## config.mk

```make
export PLATFORM = sky130hd
export DESIGN_NAME = io_mmio
export DESIGN_NICKNAME = d
export VERILOG_FILES = /design/src/rtl/io_mmio.sv
export SDC_FILE = /design/constraint.sdc
export NUM_CORES = 1
export LEC_CHECK = 0
export ABC_AREA = 1
export BUFFER_PORTS_ARGS = -buffer_cell sky130_fd_sc_hd__clkbuf_2
export CORE_MARGIN = 2
export CORE_UTILIZATION = 60
export DETAILED_ROUTE_END_ITERATION = 8
export PLACE_DENSITY = 0.86
export SYNTH_ARGS = -nofsm -noshare
export SYNTH_HDL_FRONTEND = slang
export SYNTH_SLANG_ARGS = --single-unit
```

## constraint.sdc

```tcl
create_clock -name clk -period 8.19 [get_ports clk]
set_clock_uncertainty 0.1 [all_clocks]
set_input_delay 0.819 -clock clk [delete_from_list [all_inputs] [get_ports clk]]
set_output_delay 0.819 -clock clk [all_outputs]
set_load 0.01 [all_outputs]
```

## src/rtl/io_mmio.sv

```systemverilog
// io_mmio: memory-mapped I/O block for the 0x8xxx_xxxx region.
// Provides UART TX/RX access, a free-running cycle counter and a
// retired-instruction counter. Loads return data one cycle later.
// Optional feature macro: IO_RX_FIFO_EN selects a RX_FIFO_DEPTH-entry
// circular RX FIFO; without it the RX buffer is a single holding register.
module io_mmio #(
  parameter int CLOCK_FREQ    = 50_000_000,
  parameter int RX_FIFO_DEPTH = 8
) (
  input  logic        clk,
  input  logic        rst,
  input  logic [31:0] io_addr,
  input  logic [31:0] io_wdata,
  input  logic        io_we,
  input  logic        io_re,
  output logic [31:0] io_rdata,
  input  logic        inst_retired,
  input  logic [7:0]  uart_rx_data,
  input  logic        uart_rx_valid,
  output logic        uart_rx_ready,
  output logic [7:0]  uart_tx_data,
  output logic        uart_tx_valid,
  input  logic        uart_tx_ready
);

  // Elaboration-time sanity checks on the parameters.
  if (CLOCK_FREQ <= 0) begin : g_bad_clk
    $error("io_mmio: CLOCK_FREQ must be positive");
  end
  if (RX_FIFO_DEPTH < 2 || (RX_FIFO_DEPTH & (RX_FIFO_DEPTH - 1)) != 0) begin : g_bad_depth
    $error("io_mmio: RX_FIFO_DEPTH must be a power of two >= 2");
  end

  // Word offsets (io_addr[7:2]) of the registers.
  localparam logic [5:0] OFF_STAT = 6'h00;
  localparam logic [5:0] OFF_RXD  = 6'h01;
  localparam logic [5:0] OFF_TXD  = 6'h02;
  localparam logic [5:0] OFF_CYC  = 6'h04;
  localparam logic [5:0] OFF_INST = 6'h05;
  localparam logic [5:0] OFF_CLR  = 6'h06;

  logic       sel;
  logic [5:0] off;
  logic       rx_pop_req;
  logic       tx_wr;
  logic       cnt_clr;

  assign sel        = (io_addr[31:28] == 4'h8);
  assign off        = io_addr[7:2];
  assign rx_pop_req = sel && io_re && (off == OFF_RXD);
  assign tx_wr      = sel && io_we && (off == OFF_TXD);
  assign cnt_clr    = sel && io_we && (off == OFF_CLR);

  // Address bits outside the decoded fields and the upper store bytes.
  logic unused_bits;
  assign unused_bits = ^{io_addr[27:8], io_addr[1:0], io_wdata[31:8]};

  logic        rdy_en_q;
  logic        rx_avail;
  logic        rx_full;
  logic [7:0]  rx_head;
  logic        rx_push;
  logic        rx_pop;

  // RX is only accepted once the first clock after reset has been seen.
  assign uart_rx_ready = rdy_en_q && !rx_full;
  assign rx_push       = uart_rx_valid && uart_rx_ready;
  assign rx_pop        = rx_pop_req && rx_avail;

  // Gate for uart_rx_ready: low in reset, high from the first cycle after.
  always_ff @(posedge clk or posedge rst) begin
    if (rst) rdy_en_q <= 1'b0;
    else     rdy_en_q <= 1'b1;
  end

`ifdef IO_RX_FIFO_EN
  localparam int AW = $clog2(RX_FIFO_DEPTH);

  logic [AW:0] wptr_q;
  logic [AW:0] rptr_q;
  logic [7:0]  mem_q [RX_FIFO_DEPTH];

  assign rx_avail = (wptr_q != rptr_q);
  assign rx_full  = (wptr_q[AW] != rptr_q[AW]) && (wptr_q[AW-1:0] == rptr_q[AW-1:0]);
  assign rx_head  = mem_q[rptr_q[AW-1:0]];

  // FIFO pointers; extra MSB distinguishes full from empty and wraps freely.
  always_ff @(posedge clk or posedge rst) begin
    if (rst) begin
      wptr_q <= '0;
      rptr_q <= '0;
    end else begin
      if (rx_push) wptr_q <= wptr_q + (AW+1)'(1);
      if (rx_pop)  rptr_q <= rptr_q + (AW+1)'(1);
    end
  end

  // FIFO storage; contents are only meaningful between the pointers.
  always_ff @(posedge clk) begin
    if (rx_push) mem_q[wptr_q[AW-1:0]] <= uart_rx_data;
  end
`else
  logic       rx_full_q;
  logic [7:0] rx_hold_q;

  assign rx_avail = rx_full_q;
  assign rx_full  = rx_full_q;
  assign rx_head  = rx_hold_q;

  // Holding-register occupancy; push only when empty, pop only when full.
  always_ff @(posedge clk or posedge rst) begin
    if (rst)         rx_full_q <= 1'b0;
    else if (rx_push) rx_full_q <= 1'b1;
    else if (rx_pop)  rx_full_q <= 1'b0;
  end

  // Holding-register data; qualified by rx_full_q when read.
  always_ff @(posedge clk) begin
    if (rx_push) rx_hold_q <= uart_rx_data;
  end
`endif

  logic        tx_pend_q, tx_pend_d;
  logic [7:0]  tx_data_q, tx_data_d;

  assign uart_tx_valid = tx_pend_q;
  assign uart_tx_data  = tx_data_q;

  // TX next state: handshake frees the register; writes while busy are dropped.
  always_comb begin
    tx_pend_d = tx_pend_q;
    tx_data_d = tx_data_q;
    if (tx_pend_q && uart_tx_ready) begin
      tx_pend_d = 1'b0;
    end else if (tx_wr && !tx_pend_q) begin
      tx_pend_d = 1'b1;
      tx_data_d = io_wdata[7:0];
    end
  end

  // TX holding register.
  always_ff @(posedge clk or posedge rst) begin
    if (rst) begin
      tx_pend_q <= 1'b0;
      tx_data_q <= 8'h00;
    end else begin
      tx_pend_q <= tx_pend_d;
      tx_data_q <= tx_data_d;
    end
  end

  logic [31:0] cyc_q, cyc_d;
  logic [31:0] inst_q, inst_d;

  // Counter next state: a clear write overrides the increment.
  always_comb begin
    cyc_d  = cyc_q + 32'd1;
    inst_d = inst_q + {31'd0, inst_retired};
    if (cnt_clr) begin
      cyc_d  = '0;
      inst_d = '0;
    end
  end

  // Cycle and retired-instruction counters.
  always_ff @(posedge clk or posedge rst) begin
    if (rst) begin
      cyc_q  <= '0;
      inst_q <= '0;
    end else begin
      cyc_q  <= cyc_d;
      inst_q <= inst_d;
    end
  end

  logic [31:0] rd_mux;

  // Read mux over pre-edge state; unmapped and write-only offsets read 0.
  always_comb begin
    rd_mux = '0;
    if (sel) begin
      case (off)
        OFF_STAT: rd_mux = {30'd0, rx_avail, !tx_pend_q};
        OFF_RXD:  rd_mux = rx_avail ? {24'd0, rx_head} : 32'd0;
        OFF_CYC:  rd_mux = cyc_q;
        OFF_INST: rd_mux = inst_q;
        default:  rd_mux = '0;
      endcase
    end
  end

  logic [31:0] rdata_q;
  assign io_rdata = rdata_q;

  // Registered load data, held until the next load.
  always_ff @(posedge clk or posedge rst) begin
    if (rst)        rdata_q <= '0;
    else if (io_re) rdata_q <= rd_mux;
  end

endmodule
```

==> impl_metrics.tcl <==
set metrics [dict create \
    critPathMaxStageDelay_ns 0.89 \
    nets 1020 \
    crit_path_end_kind "register" \
    gp_congestion 0.9815 \
    post-route-util 0.7278 \
    synth_xor_area_frac 0.02868 \
    htreeDepth 4 \
    worstPathMaxFanout 34 \
    yosys.area.top_type "dfrtp_1" \
    start_util 0.6221 \
    drtPass1Iterations 6 \
    worst_slew_pin_slew_ns 1.196 \
    synth.area.mux_share 0 \
    power.density_nw_per_um2 235.2 \
    path_cells "clkbuf_2 -> clkinv_1 -> nor4_4 -> buf_4 -> nand2_1 -> nand2_1" \
    synth_edf_count 8 \
    drive_above_1_share 0.1293 \
    syn_area_um2 6108 \
    slowest_stage "clkinv_1" \
    crit_family "buffers and inverters" \
    startpoint_type "input pin" \
    ir_drop_mv 0.1384 \
    synth_common_cells "nand2_1 (344), nor2_1 (175), dfrtp_1 (107)" \
    cts_hold_buf 0 \
    wirelength_mm 16.15 \
    postCtsSetupRepairBufs 0 \
    postSynthCellCount 857 \
    std_cell_rows 36 \
    die_h_um 104.9 \
    ant_nets 0 \
    fin_crit_ns 2.593 \
    timing.slew.headroom 0.1977 \
    worst-setup-path-type "input pin to register" \
    antenna_found_initial 0 \
    hold_path.class "input pin to async pin" \
    worst_ep_arrival_time_ns 2.96 \
    synth_top_family_by_area "simple AND/OR/NAND/NOR gates" \
    max_freq_mhz 385.6 \
    synth.most_common_cell "nand2_1" \
    insertion_delay_ns 0.53 \
    cts.path.max_buffers 2 \
    synth-simple-area-share 0.3843 \
    leakage_nw 4.114 \
    grt_max_degree 59 \
    finalSetupTns_ns 0 \
    dieArea_um2 11000 \
    insertedDiodeCount 0 \
    gr-total-overflow 0 \
    wl_per_cell_um 14.89 \
    finalPower_w 0.001681 \
    synth_flop_cell "dfrtp_1" \
    fin_crit_sh 0.3166 \
    postCtsResizedCells 0 \
    final_hold_viol_count 0 \
    async_reset_ff_frac 0.9304 \
    area_growth_syn_to_layout_pct 17.00 \
    grt_pass1_wl_mm 26.96 \
    synth_adder_area_share 0.006145 \
    slew_violations 0 \
    ys.warnings.count 0 \
    clkTransAtPathRegs_ns 0.05 \
    crit_buf_inv 3 \
    drtIter0Drc 530 \
    io_pins 121 \
    synth_area_per_cell_um2 7.128 \
    setup_viol_count_final 0 \
    portBuffers 74 \
    synth_seq_cells 115 \
    cts_sinks 115 \
    grt_pass1_vias 5781 \
    outcome "finished clean" \
    drcViolationCount 0 \
    ys_seq_area_frac 0.4777 \
    ys_top_cells_by_area "dfrtp_1 (44%), nand2_1 (21%), nor2_1 (11%), inv_1 (4.8%), edfxtp_1 (3.9%)" \
    cpMostUsedCell "nand2_1" \
    cts_made_buffers 17 \
    syn_nets 939 \
    synthDistinctLibCells 30 \
    viasPerCell 5.372 \
    grtUsageTotal 0.3166 \
    post-synth-top-area-fraction 0.4383 \
    vias 5823 \
    hpwl_mm 11.15 \
    num-fill-cells 816 \
    die_width_um 104.9 \
    synth_compound_area_frac 0.03421 \
    fp.coreArea_um2 9819 \
    rsz0062_at_grt "false" \
    clk_root_buffer_cell "clkbuf_8" \
    cts_tree "done" \
    cap_violations 0 \
    crit_required_ns 8.55 \
]
## area by class of cell
type,instances,area [µm²],area share
clock buffers,20,455.4,0.06373
clock inverters,12,131.4,0.01838
inverters,82,310.3,0.04342
multi-input cells,645,2773,0.3880
flip-flops and latches,115,2918,0.4083
well taps,133,166.4,0.02328
repair buffers,77,392.9,0.05497
## power breakdown
group,leakage (nW),total (W),switching [W],internal (W)
clock network,0.279,0.000724,0.000268,0.000456
logic,2.51,0.000258,0.000174,0.0000840
registers,1.32,0.000700,0.0000691,0.000631
## per-layer routing
metal | up-vias | GRT usage | share of wire
met5 | - | 0 | 0
li1 | 2810 | - | -
met3 | 68 | 0.07735 | 0.082
met4 | 0 | 0.1790 | 0.053
met1 | 2645 | 0.3999 | 0.40
met2 | 300 | 0.4991 | 0.46
## sequential cells by signal, indices dropped and copies added (netlist names)
| name | cells |
|---|---|
| rdy_en_q | 1 |
| uart_tx_valid | 1 |
| cyc_q | 32 |
| uart_tx_data | 8 |
| rx_head | 8 |
| rx_avail | 1 |
| inst_q | 32 |
| io_rdata | 32 |
## cell families after synthesis
| logic type | after synthesis |
|---|---|
| fa+ha+maj | 3 |
| simple gates | 585 |
| flops | 115 |
| xor+xnor | 20 |
| other cells | 1 |
| compound gates | 36 |
| buf+inv | 97 |
## layout by cell type (no fill, tap or decap), drive strengths merged
cell type	count
conb	1
clkbuf	94
nor4	1
nand4	1
edfxtp	8
xor2	19
buf	3
nor3b	1
nand2	345
clkinvlp	4
clkinv	8
a211oi	1
nor2	182
bufinv	2
xnor2	1
inv	80
ha	3
nand3b	1
o21ai	7
nand3	43
nor3	11
dfrtp	107
o22ai	21
a21oi	7
## through the flow
step	hold slack [ns]	setup WS, ns	std cells	cell area (µm²)
after floorplan	0.3500	4.454	857	6108
after global placement	0.3571	5.147	1052	6560
after detailed placement	0.3617	5.102	1052	6560
after CTS	0.2864	5.639	1084	7147
after global routing	0.3170	5.397	1084	7147
final	0.2646	5.597	1084	7147
## final timing paths
path / start / endpoint / slack [ns] / cells past startpoint
min in group clk: uart_rx_data[1] / rx_head[1] / 0.36 / 1
setup / recovery: io_re / io_rdata[5] / 5.60 / 6
hold reg to reg: uart_tx_data[1] / uart_tx_data[1] / 0.37 / 2
max in group asynchronous: rst / inst_q[11] / 6.54 / 3
hold / removal: rst / cyc_q[1] / 0.26 / 2
setup reg to reg: inst_q[0] / inst_q[16] / 6.22 / 8
No activity file was read; power rests on OpenSTA's default activity.
